$ cat config.mk
export PLATFORM = sky130hd
export DESIGN_NAME = alu_operand_stage_rv32i
export DESIGN_NICKNAME = d
export VERILOG_FILES = /design/src/rtl/alu_operand_stage_rv32i.sv
export SDC_FILE = /design/constraint.sdc
export NUM_CORES = 1
export LEC_CHECK = 0
export CORE_ASPECT_RATIO = 1.25
export CORE_MARGIN = 1
export CORE_UTILIZATION = 25
export CTS_CLUSTER_DIAMETER = 200
export DETAILED_ROUTE_END_ITERATION = 8
export DONT_BUFFER_PORTS = 1
export PLACE_DENSITY_LB_ADDON = 0.1
export SETUP_SLACK_MARGIN = 0.05
export SLEW_MARGIN = 10
export SYNTH_ARGS = -nofsm -noshare
export SYNTH_HDL_FRONTEND = slang
export SYNTH_SLANG_ARGS = --single-unit
$ cat constraint.sdc
create_clock -name clk -period 1.6 [get_ports clk]
set_input_delay 0.24 -clock clk [delete_from_list [all_inputs] [get_ports clk]]
set_output_delay 0.24 -clock clk [all_outputs]
set_load 0.01 [all_outputs]
$ cat src/rtl/alu_operand_stage_rv32i.sv
// alu_operand_stage_rv32i: registered operand-select stage feeding the RV32I adder, two-entry skid buffer
// Ports: clk/rst (sync, active-high), flush; upstream in_valid/in_ready with rs1_data, rs2_data, imm, pc,
// src_a_sel, src_b_sel, sub; downstream out_valid/out_ready with op_a, op_b, op_type.
module alu_operand_stage_rv32i #(
    parameter int WIDTH = 32
) (
    input  logic             clk,
    input  logic             rst,
    input  logic             flush,
    input  logic             in_valid,
    output logic             in_ready,
    input  logic [WIDTH-1:0] rs1_data,
    input  logic [WIDTH-1:0] rs2_data,
    input  logic [WIDTH-1:0] imm,
    input  logic [WIDTH-1:0] pc,
    input  logic             src_a_sel,
    input  logic             src_b_sel,
    input  logic             sub,
    output logic             out_valid,
    input  logic             out_ready,
    output logic [WIDTH-1:0] op_a,
    output logic [WIDTH-1:0] op_b,
    output logic             op_type
);
    logic             skid_valid;
    logic [WIDTH-1:0] skid_a;
    logic [WIDTH-1:0] skid_b;
    logic             skid_type;
    logic             accept;
    logic             drain;
    logic [WIDTH-1:0] new_a;
    logic [WIDTH-1:0] new_b;
    logic             new_type;

    // Ready depends only on the skid flag, never on out_ready
    assign in_ready = ~skid_valid & ~rst;
    assign accept   = in_valid & in_ready & ~flush;
    assign drain    = out_valid & out_ready;
    assign new_a    = src_a_sel ? pc : rs1_data;
    assign new_b    = src_b_sel ? imm : rs2_data;
    // RV32I has no SUBI, so immediate operations always add
    assign new_type = sub & ~src_b_sel;

    always_ff @(posedge clk) begin
        if (rst) begin
            out_valid  <= 1'b0;
            skid_valid <= 1'b0;
            op_a       <= '0;
            op_b       <= '0;
            op_type    <= 1'b0;
            skid_a     <= '0;
            skid_b     <= '0;
            skid_type  <= 1'b0;
        end else if (flush) begin
            out_valid  <= 1'b0;
            skid_valid <= 1'b0;
        end else begin
            // accept never coincides with a full skid, so these cover every legal case
            out_valid  <= accept | skid_valid | (out_valid & ~drain);
            skid_valid <= (accept & out_valid & ~drain) | (skid_valid & ~drain);
            if (drain & skid_valid) begin
                op_a    <= skid_a;
                op_b    <= skid_b;
                op_type <= skid_type;
            end else if (accept & (~out_valid | drain)) begin
                op_a    <= new_a;
                op_b    <= new_b;
                op_type <= new_type;
            end
            if (accept & out_valid & ~drain) begin
                skid_a    <= new_a;
                skid_b    <= new_b;
                skid_type <= new_type;
            end
        end
    end
endmodule

; Word level (Yosys, flattened, before mapping)
; Index checks and enable logic that the tools add are counted.
[word_totals]
register_bits = 132
inputBits = 136
[classes]
bitwise = 21
mux = 8
reduce_logical = 4
[op_table]
columns = cell, count
row1 = 32-bit two-way mux, 6
row2 = 1-bit AND, 11
row3 = 1-bit NOT, 6
row4 = 1-bit bitwise OR, 4
row5 = 2-bit AND reduction, 2
row6 = 1-bit two-way mux, 2
row7 = 2-bit nonzero test, 1
row8 = 2-bit OR reduction, 1

; Longest topological paths before layout
; Gate-level depths: netlist of run 1.
[depth]
depth_word = 7
depth_mapped = 6

; Worst setup path after synthesis of run 1
; OpenSTA, ideal clock, no wires.
[synth_path]
kind = in2out
start = input rst
end = output in_ready
path_slack_ns = 0.070
arrival_ns = 1.290
required_time_ns = 1.360
stages = 5
cell_sequence = buf_2 -> buf_2 -> clkbuf_1 -> clkbuf_1 -> nor2_1
[synth_between]
elab_chain_cells = 2
[synth_rtl]
columns = item, line
row1 = "start, declared", 8  ; input logic rst,
row2 = 1-bit NOT, 36  ; assign in_ready = ~skid_valid & ~rst;
row3 = 1-bit AND, 36
row4 = "end, declared", 11  ; output logic in_ready,
; No other way between the ends.

; Final worst setup path of run 1
[layout_path]
start = register skid_valid
end = register skid_b[21]
[layout_between]
elab_chain_cells = 7
[layout_rtl]
columns = item, line
row1 = "start, declared", 25  ; logic skid_valid;
row2 = "start signal, assigned", 60  ; skid_valid <= (accept & out_valid & ~drain) | (skid_valid & ~drain);
row3 = 1-bit NOT, 36
row4 = 1-bit AND, 36
row5 = 1-bit AND (2 in series), 37  ; assign accept = in_valid & in_ready & ~flush;
row6 = 1-bit AND (2 in series), 70  ; if (accept & out_valid & ~drain) begin
row7 = 2-bit AND reduction (no source line), --
row8 = "end signal, assigned", 72  ; skid_b <= new_b;
row9 = "end, declared", 27  ; logic [WIDTH-1:0] skid_b;
; No other way between the ends.
; A chain may end at the register's enable or synchronous reset.

==> impl_metrics.toml, run 1 <==
[cts]
htree_num_levels = 4
path_clk_slew_ns = 0.06
cts.hold.buffers_added = 8
max-clock-path-buffers = 2
cts_bufs_inserted = 17
tritoncts = "yes"
cts_sinks = 132
clk_latency_ns = 0.43
cts.root.buffer_cell = "sky130_fd_sc_hd__clkbuf_16"

[drt]
antenna_left = 0
routed_vias_inst = 5.167
drt-met1-wl_um = 9245
wirelength_um = 20360
wl_per_cell_um = 20.20
drt-pass1-iter-count = 5
routed-via-count = 5208
route.detailed.drc = 0
top_layer_used = "met4"
drtIter0Drc = 309
route.met3.wl_um = 1018
detailroute.wirelength.met2_um = 9913

[outcome]
status = "complete, but fails checks"
violations = "hold timing"

[synthesis]
synth.most_common_cell = "sky130_fd_sc_hd__dfxtp_1"
post_synth_instance_area_um2 = 6782
ys_seq_elements = 132
synth_edf_count = 0
yosys.area_share.adder_pct = 0
post_synthesis_compound_gate_area_fraction_pct = 21.94
synth_sequential_area_ratio_pct = 38.97
syn_inst_count = 684
postSynthAreaPerCell_um2 = 9.914
yosysTopAreaCellShare_pct = 38.97
multiplexer_share_of_the_synthesized_area_pct = 19.04
syn_nets = 820
yosys.area_share.simple_pct = 13.41
synth_top_family_by_area = "compound AO/OA/AOI/OAI gates"
post_synth_xor_area_fraction_pct = 0
synth-async-reset-ratio_pct = 0
netlist_top_cells_area = "sky130_fd_sc_hd__dfxtp_1, sky130_fd_sc_hd__mux2i_1, sky130_fd_sc_hd__a221o_1, sky130_fd_sc_hd__a211oi_1, sky130_fd_sc_hd__nor2b_1"
yosysUniqueCellTypes = 24
yosysTopAreaCell = "sky130_fd_sc_hd__dfxtp_1"
synth.yosys.warnings = 0
synth_commonest_cells = "sky130_fd_sc_hd__dfxtp_1, sky130_fd_sc_hd__mux2i_1, sky130_fd_sc_hd__nor2b_1"
synth_ff_type = "sky130_fd_sc_hd__dfxtp_1"

[layout]
area.growth.synth_to_final_pct = 16.24
layout-drive-gt1-share_pct = 8.748
final_net_count = 787
n_antenna_cell = 0

[sta]
timing.slew.headroom_pct = 75.86
unrepaired_setup_endpoints_after_global_routing = "true"
tightest_slew_ns = 0.3520
finalHoldViolations = 36
holdWs_ns = -0.05779
clock-skew-final_ns = 0.008721
sum_neg_setup_slack_ns = 0
min_cycle_time_layout_ns = 1.500
max_freq_ghz = 0.6665
post-route-period-util_pct = 93.77
timing.final.setup_violations = 0
slew_violations = 0

[critical_path]
critical_path_slowest_stage_cell = "sky130_fd_sc_hd__dfxtp_4"
cp_data_arrival_time_ns = 1.79
setup.worst_path.end_class = "flop"
timing.critical_path.max_delay_family = "simple AND/OR/NAND/NOR gates"
critPathBufInv = 2
timing.setup.critical_path_class = "reg2reg"
timing.critical_path.cells = "nor4b_4 > buf_6 > and2_4 > clkbuf_16 > a211oi_1"
timing.critical_path.required_ns = 1.89
timing.critical_path.fanout_max = 16
critical_path.max_stage_delay_ns = 0.38
cp-start-kind = "flop"

[global_routing]
antenna_found_initial = 0
gr-total-overflow = 0
number_of_global_route_vias_before_repair = 5241
wire_length_of_the_first_global_routing_pass_um = 30330
pin_count_of_the_biggest_net_entering_global_routing = 200
grt_usage_pct = 14.53

[floorplan]
floorplan.initialDensity_pct = 25.36
core_area_um2 = 26740
dieArea_um2 = 27790
die-height_um = 186.1
placement_rows = 67
pin_count = 203
die_w_um = 149.3

[place]
detailed_place_hpwl_um = 12160
buffer_ports.inserted = 0
globalplace.congestion = 0.7393

[pwr]
pwr_density_cell_nw_per_um2 = 1073
leakage_nw = 3.129
ir_worst_vdd_mv = 0.7258

[worst_hold_path]
hold_class = "in2reg"

[job]
max-cap-violations = 0
==> stage by stage <==
stage | worst slack, ns | utilization (%) | instance area, um2 | power (mW) | std cells
after global routing | 0.03191 | 29.48 | 7883 | 8.813 | 1008
final | 0.09963 | 29.48 | 7883 | 8.456 | 1008
after global placement | 0.002275 | 26.28 | 7028 | 4.147 | 965
after floorplan | 0.06970 | - | 6782 | 4.090 | 684
after CTS | 0.04371 | 29.04 | 7766 | 8.614 | 1004
after detailed placement | 0.02174 | 26.28 | 7028 | 4.156 | 965
==> what timing repair did <==
| item | in CTS | in global routing |
|---|---|---|
| pin swaps | 1 | 1 |
| endpoints found under the hold margin | 75 | 70 |
| resized for setup | 3 | 10 |
| setup endpoints to repair | 37 | 95 |
| buffers inserted | 0 | 1 |
| cloned | 0 | 3 |
==> state kept, by name, indices dropped and copies added, names as in the netlist <==
| register | count |
|---|---|
| op_a | 32 |
| op_b | 32 |
| op_type | 1 |
| out_valid | 1 |
| skid_a | 32 |
| skid_b | 32 |
| skid_type | 1 |
| skid_valid | 1 |
==> path summary, 6_finish.rpt <==
check	from	endpoint	slack, ns	depth (start not counted)
max	skid_valid	skid_b[21]	0.1	5
min	rst	skid_b[14]	-0.06	1
max reg2reg	skid_valid	skid_b[21]	0.1	5
min reg2reg	skid_b[18]	skid_b[18]	0.51	2
==> placed cells by master, fill, tap and decap left out, types with 2 or more instances in the layout <==
master,Yosys,routed
sky130_fd_sc_hd__a211oi_1,64,64
sky130_fd_sc_hd__a21oi_1,66,66
sky130_fd_sc_hd__a221o_1,64,64
sky130_fd_sc_hd__buf_12,0,10
sky130_fd_sc_hd__buf_4,8,3
sky130_fd_sc_hd__buf_6,11,4
sky130_fd_sc_hd__bufinv_16,0,5
sky130_fd_sc_hd__clkbuf_16,0,20
sky130_fd_sc_hd__clkinv_4,0,2
sky130_fd_sc_hd__clkinvlp_4,0,3
sky130_fd_sc_hd__dfxtp_1,132,130
sky130_fd_sc_hd__dlygate4sd3_1,0,8
sky130_fd_sc_hd__mux2i_1,129,129
sky130_fd_sc_hd__nand2b_1,66,66
sky130_fd_sc_hd__nor2_1,2,2
sky130_fd_sc_hd__nor2b_1,67,66
==> power by group <==
| part | internal (mW) | total, mW | switching [mW] | leakage, nW |
|---|---|---|---|---|
| clock | 2.80 | 4.36 | 1.56 | 0.306 |
| sequential | 3.37 | 3.46 | 0.0931 | 1.07 |
| combinational | 0.329 | 0.633 | 0.304 | 1.75 |
==> cell type report <==
cell class	instances	area [um2]
repair buffers	28	422.9
well taps	345	431.7
fillers	2760	18860
clock buffers	19	442.9
multi-input cells	471	3730
inverters	1	3.754
flip-flops and latches	132	2648
clock inverters	12	203.9
==> cell families after synthesis <==
group                  count (synthesis)
and+or+nand+nor                      144
DFF                                  132
buffers and inverters                 81
AOI/OAI and AO/OA                    198
muxes                                129
==> layer usage <==
layer / vias to the layer above / GRT usage (%)
met5: - / 0
met4: 0 / 5.469
met3: 10 / 3.610
met2: 176 / 23.87
met1: 2536 / 18.26
li1: 2486 / -
No activity file was read; power rests on OpenSTA's default activity.
==> run 2: changes to the inputs <==
Settings changed: CORE_MARGIN 1 to 10, SLEW_MARGIN 10 to 20.
==> impl_metrics.toml, run 2 (synthesis gave the netlist of run 1 again) <==
[sta]
tightest_slew_ns = 0.3833
slew_violations = 0
post-route-period-util_pct = 92.93
clock-skew-final_ns = 0.009119
sum_neg_setup_slack_ns = 0
holdWs_ns = -0.08141
min_cycle_time_layout_ns = 1.487
timing.slew.headroom_pct = 73.71
unrepaired_setup_endpoints_after_global_routing = "false"
finalHoldViolations = 35
max_freq_ghz = 0.6725
timing.final.setup_violations = 0
finalWorstSetupSlack_ns = 0.1131

[cts]
path_clk_slew_ns = 0.06
max-clock-path-buffers = 2
cts.root.buffer_cell = "sky130_fd_sc_hd__clkbuf_16"
tritoncts = "yes"
cts_bufs_inserted = 17
clk_latency_ns = 0.42
cts_sinks = 132
htree_num_levels = 4

[floorplan]
die_w_um = 167.3
pin_count = 203
die-height_um = 204.1
dieArea_um2 = 34150
placement_rows = 67
core_area_um2 = 26740
floorplan.initialDensity_pct = 25.36

[worst_hold_path]
hold_class = "in2reg"

[drt]
detailroute.wirelength.met2_um = 10980
drt-met1-wl_um = 9832
routed-via-count = 5220
antenna_left = 0
route.met3.wl_um = 1504
top_layer_used = "met4"
routed_vias_inst = 5.189
wirelength_um = 22520
route.detailed.drc = 0
drt-pass1-iter-count = 4
wl_per_cell_um = 22.38
drtIter0Drc = 297

[place]
globalplace.congestion = 0.7343
place_area_um2 = 7063
buffer_ports.inserted = 0
post-place-ws_ns = 0.07802
detailed_place_hpwl_um = 14250

[critical_path]
critical_path.max_stage_delay_ns = 0.35
setup.worst_path.end_class = "output port"
critical_path_slowest_stage_cell = "sky130_fd_sc_hd__dfxtp_2"
timing.setup.critical_path_class = "reg2out"
cp-start-kind = "flop"
timing.critical_path.cells = "buf_4 > buf_12 > nor2_4"
timing.critical_path.required_ns = 1.36
timing.critical_path.fanout_max = 27
cp_data_arrival_time_ns = 1.25

[global_routing]
pin_count_of_the_biggest_net_entering_global_routing = 200
antenna_found_initial = 0
grt_usage_pct = 12.57
gr-total-overflow = 0
number_of_global_route_vias_before_repair = 5479
wire_length_of_the_first_global_routing_pass_um = 33870

[layout]
n_antenna_cell = 0
fin_area_um2 = 7791
mostFrequentLayoutCell = "sky130_fd_sc_hd__dfxtp_1"
final_cell_mix = "sky130_fd_sc_hd__dfxtp_1, sky130_fd_sc_hd__mux2i_1, sky130_fd_sc_hd__nor2b_1, sky130_fd_sc_hd__nand2b_1, sky130_fd_sc_hd__a21oi_1"
layout-drive-gt1-share_pct = 9.228
area.growth.synth_to_final_pct = 14.89
final_net_count = 784

[outcome]
status = "complete, but fails checks"
violations = "hold timing"

[pwr]
pwr_density_cell_nw_per_um2 = 1058
leakage_nw = 3.118
ir_worst_vdd_mv = 0.5918

[job]
max-cap-violations = 0
-- run 2: cell types whose count changed in the layout (fill, tap and decap cells not counted), moves of 2 or more --
cell and change:
sky130_fd_sc_hd__clkbuf_1 +2, sky130_fd_sc_hd__clkinv_2 +5, sky130_fd_sc_hd__dlygate4sd3_1 -5, sky130_fd_sc_hd__clkbuf_16 -2, sky130_fd_sc_hd__buf_4 +3, sky130_fd_sc_hd__clkinv_4 -2, sky130_fd_sc_hd__clkinvlp_4 -2
-- run 2: layout make-up --
cell class | count | area, um2
Fill cell | 2725 | 18950
Multi-Input combinational cell | 471 | 3742
Sequential cell | 132 | 2645
Clock buffer | 21 | 450.4
Tap cell | 345 | 431.7
Timing Repair Buffer | 25 | 360.3
Clock inverter | 11 | 157.7
Inverter | 1 | 3.754
-- run 2: through the flow --
step	util [%]	hold slack, ns	power [mW]	cells
after global routing	29.13	-0.1291	8.614	1006
after CTS	28.83	-0.1256	8.392	1002
final	29.13	-0.08141	8.243	1006
after floorplan	-	0.3185	4.090	684
after detailed placement	26.41	0.3188	4.174	968
after global placement	26.41	0.3177	4.163	968
-- run 2: path summary, 6_finish.rpt --
path / from / to / slack (ns) / cells past startpoint
hold / removal: rst / skid_b[13] / -0.08 / 1
setup reg to reg: skid_valid / op_b[8] / 0.14 / 4
hold reg to reg: skid_b[11] / skid_b[11] / 0.51 / 2
setup / recovery: skid_valid / in_ready / 0.11 / 3
-- run 2: repair_timing --
item,CTS,global route
setup buffers,0,2
pin swaps,0,1
resized for setup,5,9
gates cloned,0,1
setup endpoints to repair,2,61
hold buffers,2,1
hold endpoints to repair,73,69
-- run 2: power by group --
| part | leakage [nW] | total (mW) | internal, mW | switching (mW) |
|---|---|---|---|---|
| logic | 1.75 | 0.627 | 0.324 | 0.303 |
| registers | 1.07 | 3.47 | 3.37 | 0.0993 |
| clock network | 0.300 | 4.15 | 2.63 | 1.51 |
-- run 2: critical path: cells and delay by family (launching register included) --
kind	cells	cell delay, ns
simple gates	1	0.14
buf+inv	2	0.33
flops	1	0.35
-- run 2: metal layers --
metal  up-vias  global-route usage (%)
li1       2464                       -
met1      2587                   15.02
met2       156                   20.85
met3        13                   4.406
met4         0                   3.611
met5         -                       0
==> RTL change: new RTL, settings of run 2 <==
Make the reset (`rst`) asynchronous in one clocked block.
--- a/src/rtl/alu_operand_stage_rv32i.sv
+++ b/src/rtl/alu_operand_stage_rv32i.sv
@@ -42,5 +42,5 @@
     assign new_type = sub & ~src_b_sel;
 
-    always_ff @(posedge clk) begin
+    always_ff @(posedge clk or posedge rst) begin
         if (rst) begin
             out_valid  <= 1'b0;
Formal check against the unedited RTL: differs if rst is asserted again (counterexample within 4 cycles, from zero or initial values and one cycle with rst high); with rst held inactive, the same outputs for 4 cycles.
==> RTL change against run 2 <==
  * Sequential cell count did not move
  * Routed wire length fell by 18%
  * Final area up 5.1%
  * The flow finishes with violations (hold timing, setup timing)
  * Setup slack worse by 0.34 ns
  * Global-route usage is 1.8 points lower
  * Die area is 4.1% lower
  * Area after synthesis fell by 4.6%
Power is not compared: it rests on default switching activity, and its combinational part moved more than twofold at a synthesized area within 25%.
==> RTL change: results (changes against run 2) <==
- The final critical-path setup slack is -0.229 ns (-0.342 ns).
- The first-pass GRT wire length came to 26.5 mm (-22%).
- The destination of the worst register-to-register timing path is op_b[26].
- The aggregate routed wire length was 18.4 mm (-18%).
- By area the synthesized netlist is led by sky130_fd_sc_hd__dfrtp_1, sky130_fd_sc_hd__mux2_2, sky130_fd_sc_hd__mux2_1.
- The total routing usage reported by global routing is 0.107 (-0.0185).
- The number of H-tree levels is 4 (unchanged).
- The largest incremental delay on the critical path is 0.38 ns (+0.03 ns).
- Per report_power, the Clock row totals 3800 uW.
- The final reports fail on hold timing, setup timing.
- The setup total negative slack is -13.02 ns (-13.02 ns).
- The adder and majority gate portion of the synthesized area is 0 (unchanged).
- The net count of the finished layout is 594 (-24%).
- The sink of the worst hold path is skid_valid.
- The most frequently used flop master after synthesis is sky130_fd_sc_hd__dfrtp_1.
- The critical-path maximum fanout came to 5 (-81%).
- The net count after synthesis is 570 (-30%).
- The xor-xnor portion of the synthesized cell area was 0 (unchanged).
- The via count of the first global-routing pass is 4170 (-24%).
- The setup skew after layout is 0.00868 ns (-0.000437 ns).
- The final-report setup violation count was 95 (+95).
- The CTS clock-pin slew for the worst setup and hold paths is 0.06 ns (about the same).
- The number of endpoints with negative hold slack in the final report is 2 (-94%).
- The worst-case clock buffer depth is 2 (unchanged).
- The detailed-route vias per instance is 4.53 (-13%).
- The number of DRC markers in iteration 0 is 74 (-75%).
- Of the total power, combinational logic draws 0.142.
- The layout-stage area growth over the synthesis result is 26.5%.
- The clock insertion delay at the later pin of the skew report is 0.42 ns (about the same).
- The critical path data arrival time is 2.12 ns (+0.87 ns).
- The post-synthesis mux area share is 0.451 (+0.260).
- The synthesis warning total is 0 (unchanged).
- By count the netlist is led by sky130_fd_sc_hd__mux2_2, sky130_fd_sc_hd__dfrtp_1, sky130_fd_sc_hd__mux2_1.
- The startpoint of the worst-slack reg-to-reg timing path is skid_valid.
- The number of instances on the worst hold path is 1 (unchanged).
- The async set-reset flop share out of synthesis is 1.00 (+1.00).
- The path depth of the worst reg2reg path is 6 (+2).
- The number of antenna repair diodes is 0 (unchanged).
- The number of buffers added to fix hold violations after cts is 1 (-1).
- The placed standard-cell area is 0.00724 mm2 (+2.5%).
- The worst hold slack is -0.114 ns (-0.0330 ns).
- The relative slew slack came to 0.728 (-0.00943).
- The placer congestion estimate was 0.657 (-11%).
- The share of cells above drive strength 1 is 0.699 (+0.606).
- The number of distinct library cells after synthesis was 18 (-25%).
- The CTS root buffer is sky130_fd_sc_hd__clkbuf_16.
- The fraction of the mapped netlist area in compound gates came to 0.00387 (-0.216).
- The share of synthesized area occupied by flip-flops and latches came to 0.510 (+0.121).
- The run finished, with violations left.
- The detailed placer's ending HPWL was 11.6 mm (-18%).
- The maximum number of pins on one net before global-route repair is 71 (-65%).
- Of the total power, the share spent switching nets is 0.272.
- The largest individual stage delay along the critical path comes from the cell sky130_fd_sc_hd__dfrtp_1.
- The critical hold path startpoint is flush.
## RTL change: changes by cell type after synthesis, sizes merged, moves of 65 or more
cell / run 2 / this run
a21oi: 66 / 1
dfxtp: 132 / 0
nor2b: 67 / 2
mux2: 0 / 259
dfrtp: 0 / 132
mux2i: 129 / 0
nand2b: 66 / 0
## RTL change: repair_timing
action                                  4_1_cts  5_1_grt
endpoints found under the setup margin      130      119
resized for setup                            17        4
pin swaps                                     1        1
cloned                                        4        7
endpoints found under the hold margin       134        2
setup buffers                                 4        0
## RTL change: worst max-delay path: cells and delay by family (launching register included)
family	cells	cell delay (ns)
AOI/OAI and AO/OA	1	0.23
DFF	1	0.38
and+or+nand+nor	1	0.38
buffers and inverters	3	0.42
muxes	1	0.29
## RTL change: worst max-delay path by stage
stage,end,cells past startpoint,from,slack (ns)
6_report,op_b[26],6,skid_valid,-0.23
5_1_grt,op_b[26],6,skid_valid,-0.28
4_1_cts,op_b[26],6,skid_valid,-0.23
3_5_place_dp,op_a[17],5,skid_valid,-0.23
3_3_place_gp,op_a[5],5,skid_valid,-0.24
2_1_floorplan,out_valid,3,rst,-1.14
## RTL change: layout make-up
cell class                 instances  area (um2)
clock inverter                    13         124
sequential                       132        3300
clock buffer                      19         443
fill                            2495       17200
timing repair buffer              34         607
inverter                           1        7.51
multi-input combinational        272        3280
tap                              335         419
## RTL change: per-stage QoR
stage / std cells / worst slack, ns
2_1_floorplan: 434 / -1.14
3_3_place_gp: 758 / -0.236
3_5_place_dp: 758 / -0.227
4_1_cts: 799 / -0.228
5_1_grt: 806 / -0.284
6_report: 806 / -0.229
## RTL change: routing by layer
metal	vias up	part of all wire	track usage
met5	-	0	0
met4	0	0.0072	0.0259
met3	10	0.095	0.0488
met2	141	0.45	0.159
met1	1880	0.45	0.139
li1	1617	-	-
